<file path="src/rtl/red_seq.sv">
// ---------------------------------------------------------------------------
// red_seq -- multi-cycle sequencer for the ALU's 16-bit reduction (RED) op.
//
// The two operands are treated as four signed bytes. One shared 10-bit adder
// is used three times:
//   LOW  : pL = sext(aL) + sext(bL)          (9-bit partial)
//   HIGH : pH = sext(aH) + sext(bH)          (9-bit partial)
//   FIN  : R  = sext(pL) + sext(pH)          (10-bit, range -512..508)
// The result is sign-extended to 16 bits, registered into Sum, and flagged
// with a one-cycle done pulse.
//
// Ports:
//   clk    in   1   core clock, rising edge
//   rst_n  in   1   asynchronous active-low reset; clears all state
//   start  in   1   request, only looked at while IDLE
//   abort  in   1   synchronous flush back to IDLE, no done; beats start
//   A      in  16   operand 1 {aH, aL}, latched when start is accepted
//   B      in  16   operand 2 {bH, bL}, latched when start is accepted
//   busy   out  1   high whenever the sequencer is not IDLE
//   done   out  1   one-cycle pulse; Sum is valid from this cycle on
//   Sum    out 16   registered result, held until the next done
// ---------------------------------------------------------------------------
module red_seq (
  input  logic        clk,
  input  logic        rst_n,
  input  logic        start,
  input  logic        abort,
  input  logic [15:0] A,
  input  logic [15:0] B,
  output logic        busy,
  output logic        done,
  output logic [15:0] Sum
);

  typedef enum logic [1:0] {
    IDLE = 2'd0,
    LOW  = 2'd1,
    HIGH = 2'd2,
    FIN  = 2'd3
  } state_t;

  state_t      state;
  state_t      state_nxt;

  // Latched operands: the pipeline is free to change A/B after acceptance.
  logic [15:0] a_q;
  logic [15:0] b_q;

  // Partial sums; 9 bits each since two signed bytes never overflow 9 bits.
  logic [8:0]  p_low;
  logic [8:0]  p_high;

  logic        done_q;
  logic [15:0] sum_q;

  // Shared adder and its per-state operand selection.
  logic [9:0]  add_x;
  logic [9:0]  add_y;
  logic [9:0]  add_s;

  // Register-load strobes decoded from the current state.
  logic        ld_ops;
  logic        ld_low;
  logic        ld_high;
  logic        ld_sum;

  // -------------------------------------------------------------------------
  // Next-state and datapath control
  // -------------------------------------------------------------------------
  // NOTE: every signal gets a default before the case statement; a path that
  // left one unassigned would make synthesis infer a latch to hold it.
  always_comb begin
    state_nxt = state;
    add_x     = '0;
    add_y     = '0;
    ld_ops    = 1'b0;
    ld_low    = 1'b0;
    ld_high   = 1'b0;
    ld_sum    = 1'b0;

    unique case (state)
      IDLE: begin
        if (start) begin
          state_nxt = LOW;
          ld_ops    = 1'b1;
        end
      end

      LOW: begin
        add_x     = {{2{a_q[7]}}, a_q[7:0]};
        add_y     = {{2{b_q[7]}}, b_q[7:0]};
        ld_low    = 1'b1;
        state_nxt = HIGH;
      end

      HIGH: begin
        add_x     = {{2{a_q[15]}}, a_q[15:8]};
        add_y     = {{2{b_q[15]}}, b_q[15:8]};
        ld_high   = 1'b1;
        state_nxt = FIN;
      end

      FIN: begin
        add_x     = {p_low[8], p_low};
        add_y     = {p_high[8], p_high};
        ld_sum    = 1'b1;
        state_nxt = IDLE;
      end

      default: state_nxt = IDLE;
    endcase

    // abort wins over everything, including a start seen in IDLE: no load,
    // no result update, straight back to IDLE.
    if (abort) begin
      state_nxt = IDLE;
      ld_ops    = 1'b0;
      ld_low    = 1'b0;
      ld_high   = 1'b0;
      ld_sum    = 1'b0;
    end
  end

  assign add_s = add_x + add_y;

  // -------------------------------------------------------------------------
  // State and datapath registers
  // -------------------------------------------------------------------------
  // NOTE: clocked state uses non-blocking assignments so every register
  // samples the pre-edge values regardless of statement order.
  always_ff @(posedge clk or negedge rst_n) begin
    if (!rst_n) begin
      // NOTE: operand and partial registers are reset too, so an aborted or
      // reset operation never leaves stale data visible after reset.
      state  <= IDLE;
      a_q    <= '0;
      b_q    <= '0;
      p_low  <= '0;
      p_high <= '0;
      done_q <= 1'b0;
      sum_q  <= '0;
    end else begin
      state  <= state_nxt;
      done_q <= ld_sum;

      if (ld_ops) begin
        a_q <= A;
        b_q <= B;
      end

      // The adder result fits in 9 bits for byte sums; bit 9 is a copy of
      // bit 8 and is dropped.
      if (ld_low)  p_low  <= add_s[8:0];
      if (ld_high) p_high <= add_s[8:0];

      if (ld_sum)  sum_q  <= {{6{add_s[9]}}, add_s};
    end
  end

  // busy is a pure decode of the state register, so no input reaches it
  // combinationally.
  assign busy = (state != IDLE);
  assign done = done_q;
  assign Sum  = sum_q;

endmodule

</file>
<file path="config.mk">
export PLATFORM = sky130hd
export DESIGN_NAME = red_seq
export DESIGN_NICKNAME = d
export VERILOG_FILES = /design/src/rtl/red_seq.sv
export SDC_FILE = /design/constraint.sdc
export NUM_CORES = 1
export LEC_CHECK = 0
export BUFFER_PORTS_ARGS = -buffer_cell sky130_fd_sc_hd__buf_2
export CORE_MARGIN = 2
export CORE_UTILIZATION = 58
export CTS_BUF_LIST = sky130_fd_sc_hd__clkbuf_2 sky130_fd_sc_hd__clkbuf_4 sky130_fd_sc_hd__clkbuf_8
export DETAILED_ROUTE_END_ITERATION = 6
export MAX_ROUTING_LAYER = met4
export PLACE_DENSITY = 0.82
export SYNTH_ARGS = -nofsm -noshare
export SYNTH_HDL_FRONTEND = slang
export SYNTH_SLANG_ARGS = --single-unit
</file>
<file path="constraint.sdc">
create_clock -name clk -period 3.3 [get_ports clk]
set_input_delay 0 -clock clk [delete_from_list [all_inputs] [get_ports clk]]
set_output_delay 0 -clock clk [all_outputs]
set_load 0.02 [all_outputs]
</file>
# == Yosys cells after proc, flatten, opt, wreduce, memory -nomap -nowiden ==
# Cells that the tools add are included.
# totals
elab_cells,28
register_bits,63
inputBits,36
# op_classes
eq_ne,4
addsub,1
reduce_logical,2
n_mux,14
# ops
operator,count
case mux 10 bit (3 select lines),2
adder 10 bit,1
two-way mux 1 bit,9
case mux 2 bit (4 select lines),1
"equality test 2 bit, second input constant",2
two-way mux 2 bit,2
"!= test 3 bit, second input constant",1
"equality test 2 x 1 -> 1 bit, second input constant",1
logical NOT 2 bit,1
nonzero test 2 bit,1

# == Logic depth before layout (Yosys ltp) ==
# Gate-level depths: netlist (run 1).
# depth
ltp_word,3
depth_mapped,14
depth_no_buf,12

# == Worst setup path before layout (run 1) ==
# Ideal clock, no wire load.
# synth_path
kind,register to register
from,reg state[0]
to,reg p_high[6]
required_time_ns,3.205
slack_ns,0.463
synth_period_minus_slack_ns,2.837
setup_time_ns,0.095
path_buffers,2
stages_incl_launch_ff,15
arrival_time_ns,2.741
cell_sequence,dfrtp_1 > inv_1 > ha_1 > clkbuf_1 > clkbuf_1 > a222oi_1 > nor2_1 > ha_1 > inv_1 > fa_1 > nor2b_4 > o31a_1 > o21a_1 > o21a_1 > o31ai_1
# synth_between
elab_chain_cells,3
elab_cells_between_ends,8
classes_between,1 x add/sub; 3 x eq/ne; 4 x mux
# synth_lines
item,line,source
start: declaration,42,state_t state;
start signal: assignment,143,state <= state_nxt;
equality test 2 bit / equality test 2 x 1 -> 1 bit (equally long branches),81,unique case (state)
case mux 10 bit (3 select lines) / two-way mux 1 bit (equally long branches),81,
adder 10 bit / two-way mux 1 bit (equally long branches),"124, 115",
end signal: assignment,154,if (ld_high) p_high <= add_s[8:0];
end: declaration,51,logic [8:0] p_high;
# Several ways; a longest one is shown, not always the timed one.
# A chain may end at the register's enable or synchronous reset.

# == Worst setup path after layout (run 1) ==
# layout_path
from,reg state[0]
to,reg p_low[6]
# layout_between
elab_chain_cells,3
elab_cells_between_ends,8
classes_between,1 x add/sub; 3 x eq/ne; 4 x mux
# layout_lines
item,line,source
equality test 2 bit / equality test 2 x 1 -> 1 bit (equally long branches),81,
case mux 10 bit (3 select lines) / two-way mux 1 bit (equally long branches),81,
adder 10 bit / two-way mux 1 bit (equally long branches),"124, 115",
end signal: assignment,153,if (ld_low) p_low <= add_s[8:0];
end: declaration,50,logic [8:0] p_low;
# Several ways; a longest one is shown, not always the timed one.

==> results of run 1 <==
==> path summary, 6_finish.rpt <==
path	end	slack, ps	start	cells after the start
hold reg to reg	p_low[7]$_DFFE_PN0P_	480	p_low[7]$_DFFE_PN0P_	2
setup / recovery	p_low[6]$_DFFE_PN0P_	400	state[0]$_DFFE_PN0P_	12
hold / removal	b_q[1]$_DFFE_PN0P_	280	rst_n	2
min in group clk	a_q[6]$_DFFE_PN0P_	430	A[6]	3
setup reg to reg	p_low[6]$_DFFE_PN0P_	400	state[0]$_DFFE_PN0P_	12
max in group asynchronous	b_q[12]$_DFFE_PN0P_	2160	rst_n	3
==> worst max-delay path, cell delays in order (launching register included) <==
cell      delay (ps)
dfrtp_1          380
inv_1            100
ha_2             320
a222oi_1         370
nor2_1            90
ha_1             220
inv_1             80
fa_1             260
nor2b_4           50
o31a_1           270
o21a_1           200
nor3_1           290
o31ai_1          130
==> cells in the final DEF, fill, tap and decap left out <==
cell type | Yosys | routed
dfrtp_1 | 63 | 63
buf_2 | 4 | 53
mux2_2 | 38 | 38
nand2_1 | 37 | 37
dlygate4sd3_1 | 0 | 35
o21ai_0 | 24 | 24
nor2_1 | 20 | 20
a222oi_1 | 12 | 12
ha_1 | 14 | 12
clkbuf_8 | 0 | 11
a21oi_1 | 10 | 10
inv_1 | 7 | 7
xor2_1 | 5 | 5
buf_4 | 6 | 4
nand2b_1 | 3 | 3
o21a_1 | 3 | 3
o31ai_1 | 3 | 3
a22oi_1 | 2 | 2
a31o_2 | 2 | 2
a211oi_1 | 2 | 2
nor3_1 | 2 | 2
ha_2 | 0 | 2
clkbuf_4 | 0 | 2
o211ai_1 | 1 | 1
nor2b_4 | 1 | 1
o31a_1 | 1 | 1
o21bai_1 | 1 | 1
a21o_1 | 1 | 1
nand3b_1 | 1 | 1
nor2b_1 | 1 | 1
a211o_1 | 1 | 1
o221a_2 | 1 | 1
fa_1 | 1 | 1
clkinv_2 | 0 | 1
==> metal layers <==
layer | part of all wire, % | GRT usage, % | up-vias
met1 | 44 | 36.7 | 1180
met4 | 2.5 | 11.8 | 0
met3 | 6.2 | 5.65 | 21
li1 | - | - | 1152
met2 | 47 | 39.6 | 108
met5 | 0 | - | -
==> sequential cells by signal, indices dropped and copies added, names as in the netlist <==
register and count:
state 2, done 1, Sum 10, p_low 9, a_q 16, b_q 16, p_high 9
==> timing repair <==
action / in CTS / in global routing
hold buffers: 35 / 0
resized for setup: 0 / 2
endpoints found under the setup margin: 0 / 6
endpoints found under the hold margin: 69 / 0
==> area by class of cell <==
class | instances | area [µm²] | share of cell area [%]
inverters | 7 | 26.3 | 0.677
well taps | 70 | 87.6 | 2.26
repair buffers | 92 | 646 | 16.6
clock inverters | 1 | 5.00 | 0.129
multi-input cells | 187 | 1380 | 35.4
clock buffers | 13 | 166 | 4.28
flip-flops and latches | 63 | 1580 | 40.6
==> stage by stage <==
step	power, W	worst slack (ps)	area [µm²]	std cells	hold slack (ps)
6_report	0.00326	395	3880	433	284
5_1_grt	0.00346	165	3880	433	374
4_1_cts	0.00323	217	3880	433	305
3_5_place_dp	0.00261	243	3360	384	133
2_1_floorplan	0.00225	463	3090	280	-296
3_3_place_gp	0.00254	406	3360	384	124
==> power groups by stage <==
| stage | clock [W] | combinational [W] | sequential (W) |
|---|---|---|---|
| after detailed placement | 0 | 0.00128 | 0.00133 |
| after floorplan | 0 | 0.000924 | 0.00133 |
| after CTS | 0.000594 | 0.00131 | 0.00132 |
| after global routing | 0.000639 | 0.00146 | 0.00136 |
| after global placement | 0 | 0.00122 | 0.00132 |
| final | 0.000591 | 0.00134 | 0.00133 |
==> kinds of logic after synthesis <==
family | after synthesis | synth area share [%]
XOR/XNOR | 5 | 1.42
adder cells (fa/ha/maj) | 15 | 6.32
buffers and inverters | 30 | 4.54
AND/OR/NAND/NOR | 65 | 8.75
AO/OA/AOI/OAI | 64 | 14.1
flip-flops | 63 | 51.1
multiplexers | 38 | 13.9
==> metrics.md, run 1 <==
| Metric | Value |
|---|---|
| Sw power | 0.00124 W |
| Hpwl dp | around 4700 µm |
| DRC Markers | 2 |
| Lkg Pwr | around 1.8 nW |
| Number of I/O port buffers | 53 |
| Die H | 77.0 µm |
| Seq cells post-synth | 63 |
| Die ar. | 5920 µm² |
| Final hold violation count | 0 |
| Largest net degree at the start of global routing | 37 |
| Overall routing resource usage | ~27% |
| Fill cell count | 332 |
| Critical Path Start Type | flip-flop |
| Critical path arrival | 3100 ps |
| Final setup violation count | 0 |
| Avg WL per Cell | approximately 17 µm |
| Worst Skew | approximately 8.9 ps |
| Initial core utilization | approximately three fifths |
| Vias per std cell | 5.68 |
| Power Density | approximately 840 nW/µm² |
| Clock sink count | 63 |
| Setup repair after global routing missed its margin | no |
| Crit share post-route | approximately nine tenths |
| Max_cap viols | 0 |
| Crit. End Element | flip-flop |
| Violated checks | DRC |
| Post-synthesis sequential area ratio | about half |
| Status | complete, but fails checks |
| Routed Antenna Nets | 0 |
| Final core utilization | 76.0% |
| Post-Syn Instances | 280 |
| CTS Root Cell | clkbuf_8 |
| Initial DRC count | between 300 and 400 |
| Post-CTS Setup Inserts | 0 |
| Area Growth Syn to Fin | 25.8% |
| DIE WIDTH | approximately 77 µm |
| Syn Nets | between 300 and 400 |
| Final Wtd Congestion | between 0.8 and 0.9 |
| VDD IR max | between 0.4 and 0.5 mV |
| Level count of the clock H-tree | 3 |
| Leading post-synthesis cells by cell area | dfrtp_1 (51%), mux2_2 (14%), ha_1 (5.7%), nand2_1 (4.5%), a222oi_1 (3.9%) |
| Synth Warn # | 0 |
| WL final | around 7300 µm |
| TNS Setup | 0 ps |
| CTS buffer count | 9 |
| Core Region | 5110 µm² |
| First-pass GRT wire length | about 12000 µm |
| I/O Pins | 54 |
| Worst-path maximum fanout | 18 |
| Vias in the first global route | 2457 |
| Seq pwr share | 40.8% |
| Number of flops mapped to enable cells by yosys | 0 |
| CP Data Required Time | about 3500 ps |
| Post-route minimum period | ~2900 ps |
| Clk Latency, worst-skew pair | around 340 ps |
| Switching share of power | roughly 38% |
| HP Class | input pin to asynchronous set/reset pin |
| Total internal power | 0.00202 W |
| Main synth FF type | dfrtp_1 |
| Nets@finish | around 400 |
| Post-synth cell types | 31 |
| Total grt overflow | 0 |
| Most common cell in the netlist | dfrtp_1 |
| Combinational Power Share | between 40% and 50% |
| DRT Pass-1 Iters | 7 |
| Worst Tran Pin Value | a little under 800 ps |
| Critical path class | flip-flop to flip-flop |
| CTS tree | done |
| Share of cells above drive strength 1 | about a third |
| Yosys top cell area share | between 50 and 60% |
| Slew headroom | a little under half |
| Clk pwr share | 18.2% |
| Via count | about 2500 |
| Post-synth ARST share | 100% |
| Top cells by count, synth | dfrtp_1 (63), mux2_2 (38), nand2_1 (37), o21ai_0 (24), nor2_1 (20) |
| Mapped Avg Cell Area | roughly 11 µm² |
| Inserted Diodes | 0 |
| Initial antenna violation count | 0 |
| Row Count | 26 |
| Slew Viols, Final | 0 |
| Max frequency | approximately 340 MHz |
| Clk buf depth | 2 |
| CTS clk-pin slew, worst paths | ~60 ps |
| Yosys top cell by area | dfrtp_1 |
| Mapped Area | a little over 3000 µm² |
Note: power is estimated with default switching activity, not from simulation.
==> run 2: changes to the inputs <==
==> config.mk (replaced) <==
export PLATFORM = sky130hd
export DESIGN_NAME = red_seq
export DESIGN_NICKNAME = d
export VERILOG_FILES = /design/src/rtl/red_seq.sv
export SDC_FILE = /design/constraint.sdc
export NUM_CORES = 1
export LEC_CHECK = 0
export BUFFER_PORTS_ARGS = -buffer_cell sky130_fd_sc_hd__buf_2
export CAP_MARGIN = 20
export CORE_MARGIN = 2
export CORE_UTILIZATION = 56
export DETAILED_ROUTE_END_ITERATION = 6
export MAX_ROUTING_LAYER = met4
export PLACE_DENSITY = 0.8
export SYNTH_ARGS = -nofsm -noshare
export SYNTH_HDL_FRONTEND = slang
export SYNTH_SLANG_ARGS = --single-unit
==> run 2 against run 1 <==
  * The flow now finishes without violations
  * Die area grew 3.4%
  * Combinational power barely moved
  * Clock power up 50%
  * Wire length rose by 0.59%
  * Cell count increased by 0.69%
  * Sequential power about the same
==> metrics.md, run 2 (synthesis results as in run 1) <==
| Metric | Value |
|---|---|
| Post-route minimum period | between 3000 and 4000 ps |
| CTS Root Cell | clkbuf_8 |
| Status | complete, no violations |
| CTS tree | done |
| Inserted Diodes | 0 |
| DRC Markers | 0 |
| Critical Path Most Common Cell | inv_1 |
| Vias in the first global route | 2578 |
| Worst Tran Pin Value | 798 ps |
| Critical path arrival | about 3300 ps |
| Post-Layout Cell Count | around 440 |
| CTS buffer count | 9 |
| Critical Path Max Stage Delay | roughly 400 ps |
| TNS Setup | 0 ps |
| Critical Path Start Type | flip-flop |
| HP Class | input pin to flip-flop |
| Commonest non-fill, non-tap cell in the layout | dfrtp_1 |
| CTS clk-pin slew, worst paths | 70 ps |
| Slew Viols, Final | 0 |
| Clk buf depth | 2 |
| Max_cap viols | 0 |
| Worst Path Buf+Inv | 2 |
| Die ar. | 6120 µm² |
| Area Growth Syn to Fin | 28.8% |
| Core Region | around 5400 µm² |
| Crit. End Element | flip-flop |
| Hpwl dp | roughly 4600 µm |
| DP Cell Count | ~390 |
| Clk Latency, worst-skew pair | 350 ps |
| Largest net degree at the start of global routing | 38 |
| Worst hold slack | 147 ps |
| WL final | 7300 µm |
| I/O Pins | between 50 and 60 |
| Slowest CP cell | dfrtp_1 |
| Power Density | about 900 nW/µm² |
| Share of cells above drive strength 1 | between 30 and 40% |
| Clock sink count | 63 |
| First-pass GRT wire length | ~12000 µm |
| CP Data Required Time | 3510 ps |
| Worst-path maximum fanout | 18 |
| CP Cell Sequence | inv_1 -> ha_2 -> a222oi_1 -> nor2_1 -> ha_1 -> inv_1 -> fa_1 -> nor2b_4 -> o31a_1 -> o21a_1 -> nor3_1 -> o31ai_1 |
| Most frequent cells in the layout | dfrtp_1 (63), buf_2 (53), mux2_2 (38) |
| Level count of the clock H-tree | 3 |
| DIE WIDTH | between 70 and 80 µm |
| Final Wtd Congestion | approximately 0.86 |
| VDD IR max | roughly 0.59 mV |
| Initial antenna violation count | 0 |
| Number of I/O port buffers | 53 |
| Power, Total | about 0.0036 W |
| Final hold violation count | 0 |
| Setup repair after global routing missed its margin | no |
| Slew headroom | a little under half |
| Critical path class | flip-flop to flip-flop |
| Via count | between 2000 and 2500 |
| Vias per std cell | 5.65 |
| Cell family with most CP delay | compound AO/OA/AOI/OAI gates |
| Max frequency | around 320 MHz |
| Die H | between 70 and 80 µm |
| Lkg Pwr | between 1.5 and 2 nW |
| DRT Pass-1 Iters | 5 |
| Initial core utilization | a little under three fifths |
| Final setup violation count | 0 |
| Avg WL per Cell | around 17 µm |
| Routed Antenna Nets | 0 |
| Initial DRC count | 199 |
| Crit share post-route | 93.7% |
| Worst Skew | about 7.2 ps |
| Total grt overflow | 0 |
| Nets@finish | 410 |
| Overall routing resource usage | a little over a quarter |
| Row Count | 27 |
[run 2: changes by cell type in the layout (fill, tap and decap cells not counted)]
cell / delta
clkbuf_8: -2
clkbuf_4: -2
clkinv_4: +2
bufinv_16: +4
clkinvlp_4: +1
buf_4: -1
ha_2: +1
ha_1: -1
clkinv_2: -1
[run 2: what timing repair did]
item / 4_1_cts / 5_1_grt
gates resized for setup: 0 / 3
hold endpoints to repair: 70 / 0
endpoints found under the setup margin: 0 / 9
hold buffers: 35 / 0
setup buffers: 0 / 0
[run 2: final timing paths]
check | from | endpoint | slack [ps] | cells after the start
min in group asynchronous | rst_n | b_q[0]$_DFFE_PN0P_ | 280 | 2
setup reg to reg | state[0]$_DFFE_PN0P_ | p_low[6]$_DFFE_PN0P_ | 210 | 12
hold reg to reg | p_low[8]$_DFFE_PN0P_ | p_low[8]$_DFFE_PN0P_ | 490 | 2
hold / removal | start | state[0]$_DFFE_PN0P_ | 150 | 3
setup / recovery | state[0]$_DFFE_PN0P_ | p_low[6]$_DFFE_PN0P_ | 210 | 12
max in group asynchronous | rst_n | a_q[12]$_DFFE_PN0P_ | 2170 | 3
[run 2: worst min-delay path, delay by kind of cell]
| kind | cells | cell delay, ps |
|---|---|---|
| buf+inv | 1 | 110 |
| simple gates | 1 | 190 |
| compound gates | 1 | 140 |
[run 2: metal layers]
layer	vias to the layer above	GRT usage [%]	share of wire, %
li1	1151	-	-
met1	1192	34.1	43
met2	101	41.4	48
met3	20	8.28	7.3
met4	0	13.0	2.5
met5	-	-	0
[run 2: stage by stage]
step,area (µm²),setup slack (ps),utilization (%)
floorplan,3090,463,-
global placement,3350,335,62.0
detailed placement,3350,184,62.0
CTS,3970,160,73.5
global route,3980,75.5,73.6
finish,3980,209,73.6
[run 2: area by class of cell]
| class | count | area (µm²) |
|---|---|---|
| sequential | 63 | 1580 |
| fill | 366 | 1430 |
| multi-input combinational | 187 | 1380 |
| timing repair buffer | 91 | 638 |
| clock inverter | 7 | 145 |
| clock buffer | 9 | 124 |
| tap | 72 | 90.1 |
| inverter | 7 | 26.3 |
[run 2: power breakdown]
part | leakage, nW | switching, W | total, W | internal, W
registers | 0.794 | 0.000229 | 0.00134 | 0.00111
logic | 0.927 | 0.000746 | 0.00133 | 0.000588
clock network | 0.130 | 0.000309 | 0.000889 | 0.000580
